===== src/rtl/axis_pkg.sv =====
// Shared types and default widths for the AXI-Stream packet source.
package axis_pkg;

  localparam int DATA_WIDTH_DEF = 32;
  localparam int LEN_WIDTH_DEF  = 16;
  localparam int GAP_WIDTH_DEF  = 8;
  localparam int PKT_CNT_WIDTH  = 16;

  typedef enum logic [1:0] {
    IDLE,
    SEND,
    GAP
  } state_t;

  // Field widths follow the package defaults; the top uses the same defaults.
  typedef struct packed {
    logic [LEN_WIDTH_DEF-1:0]  len;
    logic [DATA_WIDTH_DEF-1:0] seed;
    logic [GAP_WIDTH_DEF-1:0]  gap;
  } cmd_t;

endpackage


===== src/rtl/axis_packet_source.sv =====
// AXI-Stream packet generator: one command yields an incrementing-data packet,
// m_last on the final beat, then an optional idle gap before the next command.
module axis_packet_source
  import axis_pkg::*;
#(
  parameter int DATA_WIDTH = DATA_WIDTH_DEF,
  parameter int LEN_WIDTH  = LEN_WIDTH_DEF,
  parameter int GAP_WIDTH  = GAP_WIDTH_DEF
) (
  input  logic                     clk,
  input  logic                     reset,
  input  logic                     cmd_valid,
  output logic                     cmd_ready,
  input  logic [LEN_WIDTH-1:0]     cmd_len,
  input  logic [DATA_WIDTH-1:0]    cmd_seed,
  input  logic [GAP_WIDTH-1:0]     cmd_gap,
  output logic                     m_valid,
  output logic [DATA_WIDTH-1:0]    m_data,
  output logic                     m_last,
  input  logic                     m_ready,
  output logic                     busy,
  output logic [PKT_CNT_WIDTH-1:0] pkt_count
);

  state_t                   state_q, state_d;
  logic [LEN_WIDTH-1:0]     len_q, len_d;
  logic [GAP_WIDTH-1:0]     gap_q, gap_d;
  logic [LEN_WIDTH-1:0]     beat_cnt_q, beat_cnt_d;
  logic [GAP_WIDTH-1:0]     gap_cnt_q, gap_cnt_d;
  logic                     m_valid_q, m_valid_d;
  logic [DATA_WIDTH-1:0]    m_data_q, m_data_d;
  logic                     m_last_q, m_last_d;
  logic [PKT_CNT_WIDTH-1:0] pkt_count_q, pkt_count_d;

  cmd_t                     cmd_in;
  logic                     xfer;
  logic [LEN_WIDTH-1:0]     beat_nxt;

  assign cmd_in    = '{len: cmd_len, seed: cmd_seed, gap: cmd_gap};
  assign xfer      = m_valid_q && m_ready;
  assign beat_nxt  = beat_cnt_q + LEN_WIDTH'(1);

  assign cmd_ready = (state_q == IDLE);
  assign busy      = (state_q != IDLE);
  assign m_valid   = m_valid_q;
  assign m_data    = m_data_q;
  assign m_last    = m_last_q;
  assign pkt_count = pkt_count_q;

  always_ff @(posedge clk or negedge reset) begin
    if (!reset) begin
      state_q     <= IDLE;
      len_q       <= '0;
      gap_q       <= '0;
      beat_cnt_q  <= '0;
      gap_cnt_q   <= '0;
      m_valid_q   <= 1'b0;
      m_data_q    <= '0;
      m_last_q    <= 1'b0;
      pkt_count_q <= '0;
    end else begin
      state_q     <= state_d;
      len_q       <= len_d;
      gap_q       <= gap_d;
      beat_cnt_q  <= beat_cnt_d;
      gap_cnt_q   <= gap_cnt_d;
      m_valid_q   <= m_valid_d;
      m_data_q    <= m_data_d;
      m_last_q    <= m_last_d;
      pkt_count_q <= pkt_count_d;
    end
  end

  always_comb begin
    state_d     = state_q;
    len_d       = len_q;
    gap_d       = gap_q;
    beat_cnt_d  = beat_cnt_q;
    gap_cnt_d   = gap_cnt_q;
    m_valid_d   = m_valid_q;
    m_data_d    = m_data_q;
    m_last_d    = m_last_q;
    pkt_count_d = pkt_count_q;

    unique case (state_q)
      IDLE: begin
        if (cmd_valid) begin
          len_d      = cmd_in.len;
          gap_d      = cmd_in.gap;
          m_data_d   = cmd_in.seed;
          m_valid_d  = 1'b1;
          m_last_d   = (cmd_in.len == '0);
          beat_cnt_d = '0;
          state_d    = SEND;
        end
      end
      SEND: begin
        // Outputs only move on an accepted beat, so a stall holds them exactly.
        if (xfer) begin
          if (m_last_q) begin
            m_valid_d   = 1'b0;
            m_last_d    = 1'b0;
            pkt_count_d = pkt_count_q + PKT_CNT_WIDTH'(1);
            if (gap_q != '0) begin
              gap_cnt_d = gap_q;
              state_d   = GAP;
            end else begin
              state_d   = IDLE;
            end
          end else begin
            m_data_d   = m_data_q + DATA_WIDTH'(1);
            beat_cnt_d = beat_nxt;
            m_last_d   = (beat_nxt == len_q);
          end
        end
      end
      GAP: begin
        if (gap_cnt_q == GAP_WIDTH'(1)) begin
          state_d = IDLE;
        end else begin
          gap_cnt_d = gap_cnt_q - GAP_WIDTH'(1);
        end
      end
      default: state_d = IDLE;
    endcase
  end

endmodule

===== config.mk =====
export PLATFORM = sky130hd
export DESIGN_NAME = axis_packet_source
export DESIGN_NICKNAME = d
export VERILOG_FILES = /design/src/rtl/axis_pkg.sv /design/src/rtl/axis_packet_source.sv
export SDC_FILE = /design/constraint.sdc
export NUM_CORES = 1
export LEC_CHECK = 0
export CAP_MARGIN = 20
export CORE_ASPECT_RATIO = 0.5
export CORE_MARGIN = 1
export CORE_UTILIZATION = 56
export DETAILED_ROUTE_END_ITERATION = 8
export PLACE_DENSITY = 0.88
export SLEW_MARGIN = 20
export SYNTH_ARGS = -nofsm -noshare
export SYNTH_HDL_FRONTEND = slang
export SYNTH_SLANG_ARGS = --single-unit

===== constraint.sdc =====
create_clock -name clk -period 3.44 [get_ports clk]
set_input_delay 0.86 -clock clk [delete_from_list [all_inputs] [get_ports clk]]
set_output_delay 0.86 -clock clk [all_outputs]
set_load 0.02 [all_outputs]

After elaboration in Yosys (flattened, before gate mapping)
Index checks and enable logic that the tools add are counted.
{"block": "totals", "ff_bits": 100, "in_bits": 60, "output_inout_bits": 52, "wordCells": 65}
{"block": "op_classes", "add_sub_neg": 4, "eq_ne": 11, "muxes": 27, "reduce_logical": 14}
{"op": "$mux 32", "n": 3}
{"op": "$pmux 32 s2", "n": 1}
{"op": "$mux 16", "n": 3}
{"op": "$add 16x1->16 const B", "n": 2}
{"op": "$add 32x1->32 const B", "n": 1}
{"op": "$mux 8", "n": 4}
{"op": "$pmux 16 s2", "n": 1}
{"op": "$eq 16x16->1", "n": 1}
{"op": "$logic_not 16->1", "n": 1}
{"op": "$pmux 8 s2", "n": 1}
{"op": "$ne 2x2->1 const B", "n": 7}
{"op": "$reduce_and 4->1", "n": 3}
{"op": "$mux 2", "n": 5}
{"op": "$eq 8x1->1 const B", "n": 1}
{"op": "$reduce_bool 8->1", "n": 1}
{"op": "$sub 8x1->8 const B", "n": 1}
{"op": "$mux 1", "n": 6}
{"op": "$pmux 2 s3", "n": 1}
{"op": "$reduce_and 3->1", "n": 2}
{"op": "$reduce_bool 2->1", "n": 3}
{"op": "$reduce_and 5->1", "n": 1}
{"op": "$pmux 1 s2", "n": 2}
{"op": "$eq 2x1->1 const B", "n": 1}
{"op": "$eq 2x2->1 const B", "n": 1}
{"op": "3 further kinds", "n": 3}

Logic depth before layout (Yosys ltp)
Gate-level depths: netlist of run 1.
{"block": "logic_depth", "word_depth": 5, "depth_mapped": 8, "depth_no_buf": 7}

Worst setup path after synthesis of run 1
OpenSTA, ideal clock, no wires.
{"block": "synth_path", "path_type": "in2reg", "start": "input port m_ready", "end": "register gap_q[0]", "setup_time_ns": 0.125, "t_arrival_ns": 2.054, "required_ns": 3.315, "slack_ns": 1.261, "cell_stages": 5, "n_path_buf": 1, "cell_sequence": "nand4b_1 a21o_1 nor2_1 buf_1 mux2_2"}
{"element": "from (decl)", "line": "axis_packet_source.sv:20", "text": "input logic m_ready,"}
{"element": "to (signal assigned)", "line": "axis_packet_source.sv:64", "text": "gap_q <= gap_d;"}
{"element": "to (decl)", "line": "axis_packet_source.sv:27", "text": "logic [GAP_WIDTH-1:0] gap_q, gap_d;"}

Final worst setup path of run 1
{"block": "layout_path", "start": "register state_q[1]", "end": "output port cmd_ready"}
{"block": "layout_via", "elab_chain_len": 1}
{"element": "from (decl)", "line": "axis_packet_source.sv:25", "text": "state_t state_q, state_d;"}
{"element": "from (signal assigned)", "line": "axis_packet_source.sv:62", "text": "state_q <= state_d;"}
{"element": "$logic_not 2->1", "line": "axis_packet_source.sv:43", "text": "assign cmd_ready = (state_q == IDLE);"}
{"element": "to (decl)", "line": "axis_packet_source.sv:13", "text": "output logic cmd_ready,"}
No other way between the ends.

==> qor.csv, run 1 <==
metric,value,unit
fin_skew,0.006814,ns
cp_slowest_stage_delay,0.59,ns
grt_start_max_net_pins,67,
grt_pass1_vias,4613,
die_area,10280,sq um
row_count,25,
synth-async-reset-ratio,100.0,%
insertion_delay,0.35,ns
worst-setup-path-type,flop to output port,
drtAntennaViolNets,0,
finalNetCount,754,
hp-class,flop to flop,
cts_resized,0,
max-vdd-ir-drop,0.0005196,V
fin_crit,2.719,ns
cap_viol_max_count,0,
synthesis.nets,655,
post_cts_buffers,0,
antenna_found_initial,0,
dp_cells,813,
final_util,74.55,%
clockRootBuffer,clkbuf_16,
crit_buf_inv,2,
dr.pass1.iters,7,
initial_core_util,58.03,%
dr.first_iter.drc_count,391,
numPortBuffers,111,
synthCells,590,
cp_slowest_cell,clkdlybuf4s50_1,
ctsHoldBuffers,0,
cts_made_buffers,9,
die_h,72.19,microns
clkTransAtPathRegs,0.07,ns
ys_warn_count,0,
clk_path_buf_depth,2,
crit_fanout,8,
via_count,5029,
ys_dominant_reg_cell,dfrtp_1,
power_density,852.8,nW/um^2
wl_per_cell,17.18,microns
start_kind,flop,
core_area,9509,sq um
flow.area_growth_from_synthesis,28.48,%
power_leakage,2.845,nW
fmax,367.8,MHz
fin_tns_setup,0,ns
globalplace.congestion,0.8740,
final_cells,829,
remaining_drc_errors,0,
yosysSeqAreaShare,45.35,%
synth_seq_cells,100,
ios,112,
drive_gt1_share,8.646,%
cts_sinks,100,
relSlewSlack,49.73,%
rsz0062_at_grt,false,
fill_cells,700,
arrival,1.86,ns
post_drt_via_cell_ratio,6.066,
n_antenna_cell,0,
grt_pass1_wl,22870,microns
critical_path.top_delay_family,buffers and inverters,
gr-total-overflow,0,
ys_top_cells_by_area,"dfrtp_1, mux2_2, a21oi_1, o21ai_0, xnor2_1",
hold_viol_final,0,
maxSlewViolCount,0,
dp_hpwl,9965,microns
period_share,79.03,%
status,"finished, final reports clean",
cp_cell_sequence,"or2_2, inv_1, clkdlybuf4s50_1",
die_x,142.4,microns
required,2.58,ns
endpoint_kind,output port,
synth_edf_count,0,
synth.top_cell.area_share,45.35,%
cts_max_level,3,
syn_area,5518,sq um
synth_top_cell_by_area,dfrtp_1,
tightest_slew,0.7541,ns
cts_tree,done,
syn_area_per_cell,9.352,sq um
drt_wl_total,14240,microns
setup_viol,0,
grt_use_total,28.70,%
synth.distinct_cells,55,
==> cell families after synthesis <==
kind of cell / count (synthesis) / synth area share [%]
AOI/OAI and AO/OA: 177 / 19.39
muxes: 28 / 5.624
adders and majority gates: 5 / 1.134
and+or+nand+nor: 197 / 19.05
buffers and inverters: 45 / 3.424
xor gates and xnor gates: 38 / 6.032
DFF: 100 / 45.35
==> area by class of cell <==
type / count / area (sq um) / area share (%)
clock inverter: 5 / 85.08 / 1.200
multi-input combinational: 445 / 2844 / 40.12
tap: 135 / 168.9 / 2.383
timing repair buffer: 119 / 1194 / 16.84
inverter: 14 / 52.55 / 0.7413
sequential: 100 / 2502 / 35.30
clock buffer: 11 / 242.7 / 3.424
==> layer usage <==
layer | vias to the layer above | track usage, % | wire [microns]
met5 | - | 0 | 0
met4 | 0 | 8.244 | 250
met3 | 29 | 5.743 | 934
met2 | 201 | 46.30 | 6613
met1 | 2428 | 39.78 | 6443
li1 | 2371 | - | -
==> Yosys cell counts (6+ instances only) <==
master,count
mux2_2,24
and2_1,7
nand3_1,28
nor3_1,8
and4_1,6
o21ai_0,51
xor2_1,11
xnor2_1,27
inv_1,13
nor4_1,10
a2bb2oi_1,8
o31ai_1,10
nor2_1,38
and3_1,12
clkbuf_1,19
o22ai_1,12
nand2_1,51
nand4_1,15
a21oi_1,51
a31oi_1,7
dfrtp_1,100
==> path summary, 6_finish.rpt <==
kind	from	endpoint	slack, ns	cells past startpoint
max	state_q[1]$_DFFE_PN0P_	cmd_ready	0.72	3
min	pkt_count[15]$_DFFE_PN0P_	pkt_count[15]$_DFFE_PN0P_	0.47	1
max reg2reg	beat_cnt_q[0]$_DFFE_PN0P_	m_last$_DFFE_PN0P_	0.99	7
min reg2reg	pkt_count[15]$_DFFE_PN0P_	pkt_count[15]$_DFFE_PN0P_	0.47	1
max in group asynchronous	reset	len_q[9]$_DFFE_PN0P_	2.16	2
min in group asynchronous	reset	pkt_count[14]$_DFFE_PN0P_	0.57	1
==> layout by cell type, fill, tap and decap left out, types with 6 or more instances in the layout <==
cell / netlist / layout
clkdlybuf4s50_1: 0 / 110
dfrtp_1: 100 / 100
nand2_1: 51 / 51
o21ai_0: 51 / 51
a21oi_1: 51 / 51
nor2_1: 38 / 37
nand3_1: 28 / 28
xnor2_1: 27 / 27
mux2_2: 24 / 24
nand4_1: 15 / 15
inv_1: 13 / 13
and3_1: 12 / 12
o22ai_1: 12 / 12
xor2_1: 11 / 11
o31ai_1: 10 / 10
nor4_1: 10 / 10
clkbuf_16: 0 / 9
nor3_1: 8 / 8
a2bb2oi_1: 8 / 8
a31oi_1: 7 / 7
and2_1: 7 / 7
buf_4: 2 / 7
and4_1: 6 / 6
==> through the flow <==
step	instance area, sq um	setup slack, ns	hold slack [ns]	power, mW
6_report	7089	0.7213	0.4700	6.046
5_1_grt	7089	0.6416	0.4986	6.410
3_5_place_dp	6761	0.4363	0.4722	4.911
2_1_floorplan	5518	1.261	0.4709	3.840
4_1_cts	7089	0.7237	0.4834	6.041
3_3_place_gp	6761	0.5544	0.4595	4.769
==> power breakdown <==
| part | switching, mW | leakage, nW | internal, mW |
|---|---|---|---|
| clock network | 0.451 | 0.156 | 0.660 |
| logic | 1.49 | 1.46 | 1.29 |
| registers | 0.545 | 1.23 | 1.61 |
| total | 2.49 | 2.85 | 3.56 |
==> worst register-to-register path, stage by stage (launching register included) <==
cell and delay [ns]:
dfrtp_1 0.44, ha_1 0.26, and3_1 0.33, and2_1 0.27
nand3_1 0.18, mux2i_1 0.18, or4_1 0.47, o31ai_1 0.23
==> flip-flops by register name, indices dropped and copies added (netlist names) <==
signal      flops
m_valid         1
beat_cnt_q     16
pkt_count      16
gap_cnt_q       8
m_data         32
gap_q           8
m_last          1
len_q          16
state_q         2
No activity file was read; power rests on OpenSTA's default activity.
==> run 2: changes to the inputs <==
--- a/config.mk
+++ b/config.mk
@@ -8,9 +8,9 @@
 export CAP_MARGIN = 20
 export CORE_ASPECT_RATIO = 0.5
 export CORE_MARGIN = 1
-export CORE_UTILIZATION = 56
+export CORE_UTILIZATION = 47
 export DETAILED_ROUTE_END_ITERATION = 8
-export PLACE_DENSITY = 0.88
+export PLACE_DENSITY = 0.79
 export SLEW_MARGIN = 20
 export SYNTH_ARGS = -nofsm -noshare
 export SYNTH_HDL_FRONTEND = slang
==> constraint.sdc (replaced) <==
create_clock -name clk -period 2.5 [get_ports clk]
set_input_delay 0.625 -clock clk [delete_from_list [all_inputs] [get_ports clk]]
set_output_delay 0.625 -clock clk [all_outputs]
set_load 0.02 [all_outputs]
==> run 2 against run 1 <==
  * Critical path depth did not move
  * Flip-flop and latch count is the same
  * Clock skew fell by 0.0023 ns
  * Core utilization is 10 points lower
  * Largest cell class unchanged
==> qor.csv, run 2 (synthesis gave the netlist of run 1 again) <==
metric,value,unit,change
ctsHoldBuffers,0,,unchanged
worst-setup-path-type,flop to output port,,
ios,112,,unchanged
core_area,11220,sq um,+18%
row_count,27,,+8.0%
multi_input_area,2845,sq um,about the same
hold_viol_final,0,,unchanged
cts_tree,done,,
cts_made_buffers,9,,unchanged
final_util,64.42,%,-10 points
gr-total-overflow,0,,unchanged
dp_hpwl,9866,microns,-1.0%
post_drt_via_cell_ratio,5.783,,-4.7%
n_antenna_cell,0,,unchanged
fill_cells,940,,+34%
status,"finished, final reports clean",,
grt_start_max_net_pins,64,,-4.5%
period_share,96.90,%,
endpoint_kind,output port,,
largest_register_ffs,32,,unchanged
grt_pass1_wl,23460,microns,+2.6%
cts_resized,0,,unchanged
post_cts_buffers,0,,unchanged
crit_fanout,8,,unchanged
die_h,78.62,microns,+8.9%
drive_gt1_share,10.73,%,+2.1 points
hp-class,primary input to asynchronous set/reset pin,,
die_area,12200,sq um,+19%
via_count,5014,,-0.30%
fin_skew,0.004490,ns,-0.002323 ns
insertion_delay,0.34,ns,about the same
mostFrequentLayoutCells,"clkdlybuf4s50_1, dfrtp_1, nand2_1, o21ai_0, a21oi_1",,
globalplace.congestion,0.8921,,+2.1%
setup_slack,0.07751,ns,-0.6438 ns
fin_crit,2.422,ns,
start_kind,flop,,
cts_sinks,100,,unchanged
grt_pass1_vias,4737,,+2.7%
cts_max_level,3,,unchanged
rsz0062_at_grt,false,,
remaining_drc_errors,0,,unchanged
cp_cell_sequence,"or2_2, inv_1, clkdlybuf4s50_1",,
fmax,412.8,MHz,
flow.area_growth_from_synthesis,30.95,%,
tightest_slew,0.6008,ns,-0.1533 ns
antenna_found_initial,0,,unchanged
cp_slowest_cell,clkdlybuf4s50_1,,
clkTransAtPathRegs,0.07,ns,about the same
power_density,1146,nW/um^2,+34%
dr.pass1.iters,4,,-3
pre_cts_slack,-0.02312,ns,-0.4594 ns
cp_slowest_stage_delay,0.59,ns,about the same
drt_wl_total,13840,microns,-2.8%
seq_area,2504,sq um,about the same
numPortBuffers,111,,unchanged
critical_path.top_delay_family,buffers and inverters,,
finalNetCount,768,,+1.9%
clk_path_buf_depth,2,,unchanged
dr.first_iter.drc_count,313,,-20%
maxSlewViolCount,0,,unchanged
setup_viol,0,,unchanged
drtAntennaViolNets,0,,unchanged
wl_per_cell,15.97,microns,-7.1%
clockRootBuffer,clkbuf_16,,
max-vdd-ir-drop,0.0005700,V,+9.7%
arrival,1.80,ns,-0.06 ns
required,1.88,ns,-0.70 ns
die_x,155.2,microns,+9.0%
layout_commonest_cell,clkdlybuf4s50_1,,
grt_use_total,24.17,%,-4.5 points
crit_buf_inv,2,,unchanged
cap_viol_max_count,0,,unchanged
relSlewSlack,59.58,%,+9.9 points
initial_core_util,49.20,%,-8.8 points
power.total,8.282,mW,+37%
power_leakage,2.915,nW,+2.5%
## run 2: worst paths after layout
kind | cells after the start | slack (ns) | startpoint | to
setup reg to reg | 7 | 0.17 | beat_cnt_q[0]$_DFFE_PN0P_ | m_last$_DFFE_PN0P_
setup / recovery | 3 | 0.08 | state_q[0]$_DFFE_PN0P_ | cmd_ready
max in group asynchronous | 2 | 1.61 | reset | state_q[1]$_DFFE_PN0P_
hold reg to reg | 1 | 0.47 | pkt_count[15]$_DFFE_PN0P_ | pkt_count[15]$_DFFE_PN0P_
hold / removal | 1 | 0.25 | reset | len_q[15]$_DFFE_PN0P_
min in group clk | 1 | 0.47 | pkt_count[15]$_DFFE_PN0P_ | pkt_count[15]$_DFFE_PN0P_
## run 2: where the power goes
part           switching, mW  total, mW  internal (mW)
registers              0.718       2.94           2.22
clock network          0.600       1.46          0.859
logic                   2.03       3.89           1.85
total                   3.35       8.28           4.93
## run 2: layout make-up
cell class	count	area share (%)
Multi-Input combinational cell	445	39.38
Sequential cell	100	34.65
Timing Repair Buffer	133	18.15
Clock buffer	13	3.740
Tap cell	159	2.753
Inverter	14	0.7273
Clock inverter	3	0.6061
## run 2: through the flow
stage          cells  hold WS, ns  setup TNS [ns]  instance area [sq um]
5_1_grt          867       0.2870               0                   7226
6_report         867       0.2470               0                   7226
4_1_cts          867       0.2642               0                   7223
3_5_place_dp     851       0.4725        -0.06401                   6909
2_1_floorplan    590       0.3294               0                   5518
3_3_place_gp     851       0.4721               0                   6909
## run 2: layer usage
| metal | up-vias | part of all wire, % | track usage, % |
|---|---|---|---|
| li1 | 2403 | - | - |
| met1 | 2447 | 48 | 34.65 |
| met2 | 146 | 45 | 37.61 |
| met3 | 18 | 4.9 | 4.859 |
| met4 | 0 | 1.4 | 5.784 |
| met5 | - | 0 | 0 |
